===== src/rtl/regfile_sb_if.sv =====
// Bus bundle between the issue/writeback stages and the regfile_sb register file.
// Selectors use 0=NONE, 1..8=r0..r7; 9..15 are invalid.
interface regfile_sb_if #(
  parameter int WIDTH = 8
);
  logic [3:0]       rd_a_sel;
  logic [WIDTH-1:0] rd_a_data;
  logic             rd_a_ready;
  logic [3:0]       rd_b_sel;
  logic [WIDTH-1:0] rd_b_data;
  logic             rd_b_ready;
  logic             wr_en;
  logic [3:0]       wr_sel;
  logic [WIDTH-1:0] wr_data;
  logic             issue_en;
  logic [3:0]       issue_sel;
  logic [7:0]       busy;
  logic             sel_err;

  modport master (
    output rd_a_sel, rd_b_sel, wr_en, wr_sel, wr_data, issue_en, issue_sel,
    input  rd_a_data, rd_a_ready, rd_b_data, rd_b_ready, busy, sel_err
  );

  modport slave (
    input  rd_a_sel, rd_b_sel, wr_en, wr_sel, wr_data, issue_en, issue_sel,
    output rd_a_data, rd_a_ready, rd_b_data, rd_b_ready, busy, sel_err
  );
endinterface


===== src/rtl/regfile_sb.sv =====
// Eight-entry register file with a busy scoreboard: two bypassed read ports,
// one writeback port, and an issue port that marks destinations pending.
module regfile_sb #(
  parameter int WIDTH = 8
) (
  input logic         clk,
  input logic         rst,
  regfile_sb_if.slave bus
);

  logic [WIDTH-1:0] regs [8];
  logic [7:0]       busy_q;
  logic             sel_err_q;

  function automatic logic sel_valid(input logic [3:0] s);
    return (s >= 4'd1) && (s <= 4'd8);
  endfunction

  function automatic logic [2:0] sel_idx(input logic [3:0] s);
    logic [3:0] t;
    t = s - 4'd1;
    return t[2:0];
  endfunction

  logic       wr_hit;
  logic [2:0] wr_idx;
  logic       issue_hit;
  logic [2:0] issue_idx;

  assign wr_hit    = bus.wr_en && sel_valid(bus.wr_sel);
  assign wr_idx    = sel_idx(bus.wr_sel);
  assign issue_hit = bus.issue_en && sel_valid(bus.issue_sel);
  assign issue_idx = sel_idx(bus.issue_sel);

  // Read port A; a same-cycle writeback both bypasses data and clears the hazard.
  always_comb begin
    bus.rd_a_data  = '0;
    bus.rd_a_ready = 1'b1;
    if (sel_valid(bus.rd_a_sel)) begin
      if (wr_hit && (bus.wr_sel == bus.rd_a_sel)) begin
        bus.rd_a_data  = bus.wr_data;
        bus.rd_a_ready = 1'b1;
      end else begin
        bus.rd_a_data  = regs[sel_idx(bus.rd_a_sel)];
        bus.rd_a_ready = !busy_q[sel_idx(bus.rd_a_sel)];
      end
    end
  end

  always_comb begin
    bus.rd_b_data  = '0;
    bus.rd_b_ready = 1'b1;
    if (sel_valid(bus.rd_b_sel)) begin
      if (wr_hit && (bus.wr_sel == bus.rd_b_sel)) begin
        bus.rd_b_data  = bus.wr_data;
        bus.rd_b_ready = 1'b1;
      end else begin
        bus.rd_b_data  = regs[sel_idx(bus.rd_b_sel)];
        bus.rd_b_ready = !busy_q[sel_idx(bus.rd_b_sel)];
      end
    end
  end

  always_ff @(posedge clk) begin
    if (rst) begin
      for (int i = 0; i < 8; i++) regs[i] <= '0;
    end else if (wr_hit) begin
      regs[wr_idx] <= bus.wr_data;
    end
  end

  // Issue takes priority over a same-cycle writeback so the new op stays pending.
  always_ff @(posedge clk) begin
    if (rst) begin
      busy_q <= 8'h00;
    end else begin
      for (int i = 0; i < 8; i++) begin
        if (issue_hit && (issue_idx == 3'(i)))
          busy_q[i] <= 1'b1;
        else if (wr_hit && (wr_idx == 3'(i)))
          busy_q[i] <= 1'b0;
      end
    end
  end

  always_ff @(posedge clk) begin
    if (rst)
      sel_err_q <= 1'b0;
    else if ((bus.rd_a_sel >= 4'd9) || (bus.rd_b_sel >= 4'd9) ||
             (bus.wr_en && (bus.wr_sel >= 4'd9)) ||
             (bus.issue_en && (bus.issue_sel >= 4'd9)))
      sel_err_q <= 1'b1;
  end

  assign bus.busy    = busy_q;
  assign bus.sel_err = sel_err_q;

endmodule


===== src/flat_wrapper.sv =====
// flat-port wrapper written by rule: the top's interface ports become plain ports
module regfile_sb_flat 
#(
  parameter int WIDTH = 8
)
  (clk, rst, bus_rd_a_sel, bus_rd_b_sel, bus_wr_en, bus_wr_sel, bus_wr_data, bus_issue_en, bus_issue_sel, bus_rd_a_data, bus_rd_a_ready, bus_rd_b_data, bus_rd_b_ready, bus_busy, bus_sel_err);
  regfile_sb_if #(.WIDTH(WIDTH)) bus_i ();
  input logic clk;
  input logic rst;
  input wire logic [$bits(bus_i.rd_a_sel)-1:0] bus_rd_a_sel;
  input wire logic [$bits(bus_i.rd_b_sel)-1:0] bus_rd_b_sel;
  input wire logic [$bits(bus_i.wr_en)-1:0] bus_wr_en;
  input wire logic [$bits(bus_i.wr_sel)-1:0] bus_wr_sel;
  input wire logic [$bits(bus_i.wr_data)-1:0] bus_wr_data;
  input wire logic [$bits(bus_i.issue_en)-1:0] bus_issue_en;
  input wire logic [$bits(bus_i.issue_sel)-1:0] bus_issue_sel;
  output wire logic [$bits(bus_i.rd_a_data)-1:0] bus_rd_a_data;
  output wire logic [$bits(bus_i.rd_a_ready)-1:0] bus_rd_a_ready;
  output wire logic [$bits(bus_i.rd_b_data)-1:0] bus_rd_b_data;
  output wire logic [$bits(bus_i.rd_b_ready)-1:0] bus_rd_b_ready;
  output wire logic [$bits(bus_i.busy)-1:0] bus_busy;
  output wire logic [$bits(bus_i.sel_err)-1:0] bus_sel_err;
  assign bus_i.rd_a_sel = bus_rd_a_sel;
  assign bus_i.rd_b_sel = bus_rd_b_sel;
  assign bus_i.wr_en = bus_wr_en;
  assign bus_i.wr_sel = bus_wr_sel;
  assign bus_i.wr_data = bus_wr_data;
  assign bus_i.issue_en = bus_issue_en;
  assign bus_i.issue_sel = bus_issue_sel;
  assign bus_rd_a_data = bus_i.rd_a_data;
  assign bus_rd_a_ready = bus_i.rd_a_ready;
  assign bus_rd_b_data = bus_i.rd_b_data;
  assign bus_rd_b_ready = bus_i.rd_b_ready;
  assign bus_busy = bus_i.busy;
  assign bus_sel_err = bus_i.sel_err;
  regfile_sb #(.WIDTH(WIDTH)) u_core (.clk(clk), .rst(rst), .bus(bus_i));
endmodule

===== config.mk =====
export PLATFORM = sky130hd
export DESIGN_NAME = regfile_sb_flat
export DESIGN_NICKNAME = d
export VERILOG_FILES = /design/src/rtl/regfile_sb_if.sv /design/src/rtl/regfile_sb.sv /design/src/flat_wrapper.sv
export SDC_FILE = /design/constraint.sdc
export NUM_CORES = 1
export LEC_CHECK = 0
export CORE_MARGIN = 8
export CORE_UTILIZATION = 50
export DETAILED_ROUTE_END_ITERATION = 16
export PLACE_DENSITY = 0.82
export SLEW_MARGIN = 25
export SYNTH_ARGS = -nofsm -noshare
export SYNTH_HDL_FRONTEND = slang
export SYNTH_SLANG_ARGS = --single-unit

===== constraint.sdc =====
create_clock -name clk -period 3.1 [get_ports clk]
set_input_delay 0.465 -clock clk [delete_from_list [all_inputs] [get_ports clk]]
set_output_delay 0.465 -clock clk [all_outputs]
set_load 0.1 [all_outputs]

Yosys cells after proc, flatten, opt, wreduce, memory -nomap -nowiden:

Memory sizes are Yosys's and may differ from the RTL's.
Cells that the tools add are included.
Widths: inputs -> output; s select.

* flip-flop bits (word level): 9
* RAM bits: 64
* bits of input ports: 28
* output and inout bits: 27
* logic and storage cells: 122
* memories kept: 1

Memory list
* u_core.regs: words 8, width 8, rd ports 2, clocked after memory_dff 0, write ports 8, RTL line regfile_sb.sv:11 `logic [WIDTH-1:0] regs [8];`

* add/sub/neg operators: 4
* order comparisons: 14
* equal/unequal tests: 16
* muxes and demuxes: 36
* reductions and logical operators: 42

Operators by type and width (count)
* $mux 8: 5
* $mux 1: 28
* $logic_and 1x1->1: 26
* $eq 3x3->1 const B: 8
* $ge 4x1->1 const B: 4
* $ge 4x4->1 const B: 4
* $le 4x4->1 const B: 4
* $reduce_bool 2->1: 8
* $eq 3x2->1 const B: 4
* $sub 3x1->3 const B: 4
* $eq 4x4->1: 2
* $lt 3x4->1 const B: 2
* $reduce_or 8->1: 1
* $bmux 1 s3: 2
* $eq 3x1->1 const B: 2
* $logic_not 3->1: 2
* $logic_or 1x1->1: 3
* $mux 3: 1
* $logic_not 1->1: 2

Depth between registers and ports, before layout:

Gate-level depths: netlist of run 1.

* depth after elaboration: 8
* mapped depth: 8
* mapped depth without buffers: 6

Worst setup path after synthesis of run 1:

No wires, ideal clock.

* path kind: input -> output
* start: input port bus_rd_a_sel[0]
* end: output port bus_rd_a_data[5]
* data arrival time: 3.414 ns
* required time: 2.635 ns
* setup slack: -0.779 ns
* stages on the path: 8
* cells stage by stage: buf_2 > inv_1 > ha_1 > clkbuf_2 > buf_1 > mux4_2 > mux2i_1 > o2bb2ai_1

* word-level cells in the longest chain between the ends: 4

RTL lines
* start: declaration: RTL line flat_wrapper.sv:10 `input wire logic [$bits(bus_i.rd_a_sel)-1:0] bus_rd_a_sel;`
* $sub 3x1->3 / $eq 4x4->1 (equally long branches): RTL line regfile_sb.sv:21, regfile_sb.sv:40
* $mem_v2 8x8 / $logic_and 1x1->1 (equally long branches)
* $mux 8: RTL line regfile_sb.sv:40 `if (wr_hit && (bus.wr_sel == bus.rd_a_sel)) begin`
* $mux 8 *: RTL line regfile_sb.sv:39 `if (sel_valid(bus.rd_a_sel)) begin`
* end: declaration: RTL line flat_wrapper.sv:17 `output wire logic [$bits(bus_i.rd_a_data)-1:0] bus_rd_a_data;`

Mark *: on every way between the ends. The rest lies on a longest branch, timed or not.

Worst setup path after layout of run 1:

* start: input port bus_rd_b_sel[0]
* end: output port bus_rd_b_data[7]

* word-level cells in the longest chain between the ends: 4

RTL lines
* start: declaration: RTL line flat_wrapper.sv:11 `input wire logic [$bits(bus_i.rd_b_sel)-1:0] bus_rd_b_sel;`
* $sub 3x1->3 / $eq 4x4->1 (equally long branches): RTL line regfile_sb.sv:21, regfile_sb.sv:54
* $mem_v2 8x8 / $logic_and 1x1->1 (equally long branches)
* $mux 8: RTL line regfile_sb.sv:54 `if (wr_hit && (bus.wr_sel == bus.rd_b_sel)) begin`
* $mux 8 *: RTL line regfile_sb.sv:53 `if (sel_valid(bus.rd_b_sel)) begin`
* end: declaration: RTL line flat_wrapper.sv:19 `output wire logic [$bits(bus_i.rd_b_data)-1:0] bus_rd_b_data;`

Marks and branches as above.

==> results of run 1 <==
[cell usage after synthesis, drive strengths merged (5+ instances only)]
library cell | n | area share [%]
clkbuf | 7 | 0.65
mux4 | 36 | 18
xnor2 | 8 | 1.5
mux2i | 18 | 3.9
edfxtp | 64 | 41
buf | 8 | 1.1
nand2 | 6 | 0.49
dfxtp | 9 | 3.9
and2 | 64 | 8.6
o2bb2ai | 16 | 3.0
a21oi | 6 | 0.89
inv | 16 | 1.3
or2 | 11 | 1.5
nor3b | 5 | 1.0
ha | 11 | 3.0
nor2 | 5 | 0.41
[area by class of cell]
| type | count | area, um^2 | area share, % |
|---|---|---|---|
| flip-flops and latches | 73 | 2102 | 33.27 |
| multi-input cells | 230 | 2715 | 42.97 |
| well taps | 111 | 138.9 | 2.198 |
| inverters | 16 | 60.06 | 0.9505 |
| repair buffers | 95 | 1102 | 17.45 |
| clock buffers | 9 | 123.9 | 1.960 |
| clock inverters | 7 | 76.32 | 1.208 |
[sequential cells by signal, indices dropped and copies added (netlist names)]
name and cells:
u_core.bus.sel_err 1, u_core.regs 64, u_core.bus.busy 8
[per-stage QoR]
stage | utilization [%] | hold WS, ns
3_5_place_dp | 66.43 | 0.4997
4_1_cts | 69.26 | 0.5199
3_3_place_gp | 66.43 | 0.4967
6_report | 69.37 | 0.5185
5_1_grt | 69.37 | 0.5414
2_1_floorplan | - | 0.5764
[where the power goes]
| group | internal (mW) | switching [mW] | leakage, nW | total (mW) |
|---|---|---|---|---|
| registers | 1.12 | 0.0263 | 0.683 | 1.15 |
| logic | 0.388 | 0.542 | 1.56 | 0.930 |
| clock network | 0.380 | 0.376 | 0.0987 | 0.757 |
| total | 1.89 | 0.945 | 2.35 | 2.83 |
[repair_timing]
action / CTS / global route
endpoints found under the setup margin: 18 / 16
hold endpoints to repair: 0 / 0
resized for setup: 4 / 4
pin swaps: 3 / 7
buffers inserted: 3 / 0
[cell usage in the layout (no fill, tap or decap), types with 4 or more instances in the layout]
| master | n |
|---|---|
| a21oi_1 | 5 |
| and2_1 | 64 |
| buf_12 | 25 |
| buf_4 | 41 |
| clkbuf_8 | 9 |
| clkdlybuf4s50_1 | 25 |
| dfxtp_1 | 9 |
| edfxtp_1 | 64 |
| ha_1 | 11 |
| inv_1 | 14 |
| inv_6 | 4 |
| mux2i_1 | 15 |
| mux4_2 | 33 |
| nand2_1 | 6 |
| nor2_1 | 5 |
| o2bb2ai_4 | 16 |
| o31ai_1 | 4 |
| or2_2 | 8 |
| xnor2_1 | 8 |
[worst max-delay path, delay by kind of cell]
family                 cells  cell delay (ns)
AOI/OAI and AO/OA          1             0.10
muxes                      2             0.86
buffers and inverters      4             1.10
[path summary, 6_finish.rpt]
| path | start | end | slack [ns] | cells past startpoint |
|---|---|---|---|---|
| max | bus_rd_b_sel[0] | bus_rd_b_data[7] | 0.09 | 7 |
| min | u_core.bus.busy[5] | u_core.bus.busy[5] | 0.52 | 2 |
| max reg2reg | u_core.bus.busy[2] | u_core.bus.busy[2] | 2.27 | 3 |
| min reg2reg | u_core.bus.busy[5] | u_core.bus.busy[5] | 0.52 | 2 |
[cell families (layout without fill, tap and decap cells)]
kind of cell,Yosys count,in the layout,synth area share [%]
flops,73,73,45.37
buf+inv,31,127,3.024
simple gates,113,113,16.66
compound gates,41,41,7.940
fa+ha+maj,11,11,2.971
xor+xnor,11,11,2.404
mux,54,54,21.63
[metal layers]
layer  wire (um)  vias up  GRT usage, %
li1            -     1466             -
met5           0        -             0
met4         141        0         5.306
met3         784       16         4.509
met1        4416     1580         21.18
met2        6446      128         36.29
==> summary.md, run 1 <==
| Metric | Value |
|---|---|
| Status | finished, final reports clean |
| Pre-CTS setup slack | -0.2150 ns |
| Hold Path Class | reg2reg |
| Post-synth ARST share | 0% |
| First-pass GRT wire length | 18.58 mm |
| Detail Placement HPWL | about 8.7 mm |
| Final ANT Viol Nets | 0 |
| CTS tree | yes |
| Number of flops mapped to enable cells by yosys | 64 |
| Area Growth Syn to Fin | 36.38% |
| Area of all placed cells without fillers | ~6300 um^2 |
| DR vias/cell | slightly below 6 |
| DRC | 0 |
| Largest net degree at the start of global routing | 19 |
| Max incr delay on CP | 0.58 ns |
| Design Power | 2.835 mW |
| Synth cell types | 50 |
| Vias after detailed routing | 3190 |
| Core area | 9109 um^2 |
| Hold-fix buffers at CTS | 0 |
| Setup tns final | 0 ns |
| Period utilisation layout | 97.07% |
| Syn_nets | 373 |
| Final hold viol count | 0 |
| CTS clk-pin slew, worst paths | 0.08 ns |
| Yosys warns | 0 |
| Tot GR Track Use | 19.31% |
| Layout cells sized above 1 | about two fifths |
| Top FF cell, synth | edfxtp_1 |
| Maximum vdd ir drop | 194.6 uV |
| RSZ-0062 raised after global routing | false |
| Final #Nets | 464 |
| Gr ovfl total | 0 |
| Global placement routability congestion | 0.8363 |
| Post-DP Area | roughly 6100 um^2 |
| Max Slew Vio Count | 0 |
| Final setup fails | 0 |
| Mapped Area | between 4000 and 5000 um^2 |
| Tightest Pin Transition | 0.7887 ns |
| Ant diodes | 0 |
| CTS root buffer | clkbuf_8 |
| CP Data Required Time | between 2 and 3 ns |
| Total clock sinks | 73 |
| Number of antenna violations at the first check in global routing | 0 |
| Critical path launch point type | input pin |
| Fillers | 623 |
| IO Port Bufs | 54 |
| Setup crit end kind | output pin |
| Cells along the critical path | clkdlybuf4s50_1 -> buf_4 -> buf_6 -> mux4_2 -> mux2i_2 -> o2bb2ai_4 -> buf_12 |
| Fmax | 0.3323 GHz |
| Pre-Repair DR Iteration Count | 4 |
| Die width | approximately 110 um |
| Cell row count | 35 |
| Crit Path Max Fanout | 14 |
| Arrival time worst endpoint | 2.54 ns |
| Power Dens Cells | 448.7 nW/um^2 |
| Starting Density | roughly half |
| Die height | 112.3 um |
| Placed instance count | 522 |
| Max-cap violation count | 0 |
| Rel. slew slack | 46.98% |
| Seq/Total Area, Yosys | 45.37% |
| Syn_area_per_cell | 13.87 um^2 |
| H-Tree Depth | 3 |
| Worst Clk Skew | 0 ns |
| Synth Register Bits | 73 |
| Clk_lat worst skew | 0.34 ns |
| CTS max path bufs | 2 |
| Syn Inst Count | 334 |
| Routed wire length | 11.79 mm |
| Num CTS Buffers | 9 |
| CP Class | in2out |
| Leak | 2.346 nW |
| WL per Instance | 21.79 um |
| Total die area | 12600 um^2 |
| DR iter-0 viols | 282 |
| Vias in the first global route | 3523 |
| Slowest CP cell | mux4_2 |
| Final worst-path setup slack | 0.09087 ns |
| Layout Cells excl Fill | between 500 and 600 |
| I/O Pins | 55 |
| Post-layout minimum cycle time | 3.009 ns |
(Power assumes the default switching activity.)
==> run 2: changes to the inputs <==
CTS_BUF_LIST = sky130_fd_sc_hd__clkbuf_8   (was not set)
==> results of run 2 <==
No change in the layout: final DEF, timing and power equal those of run 1.
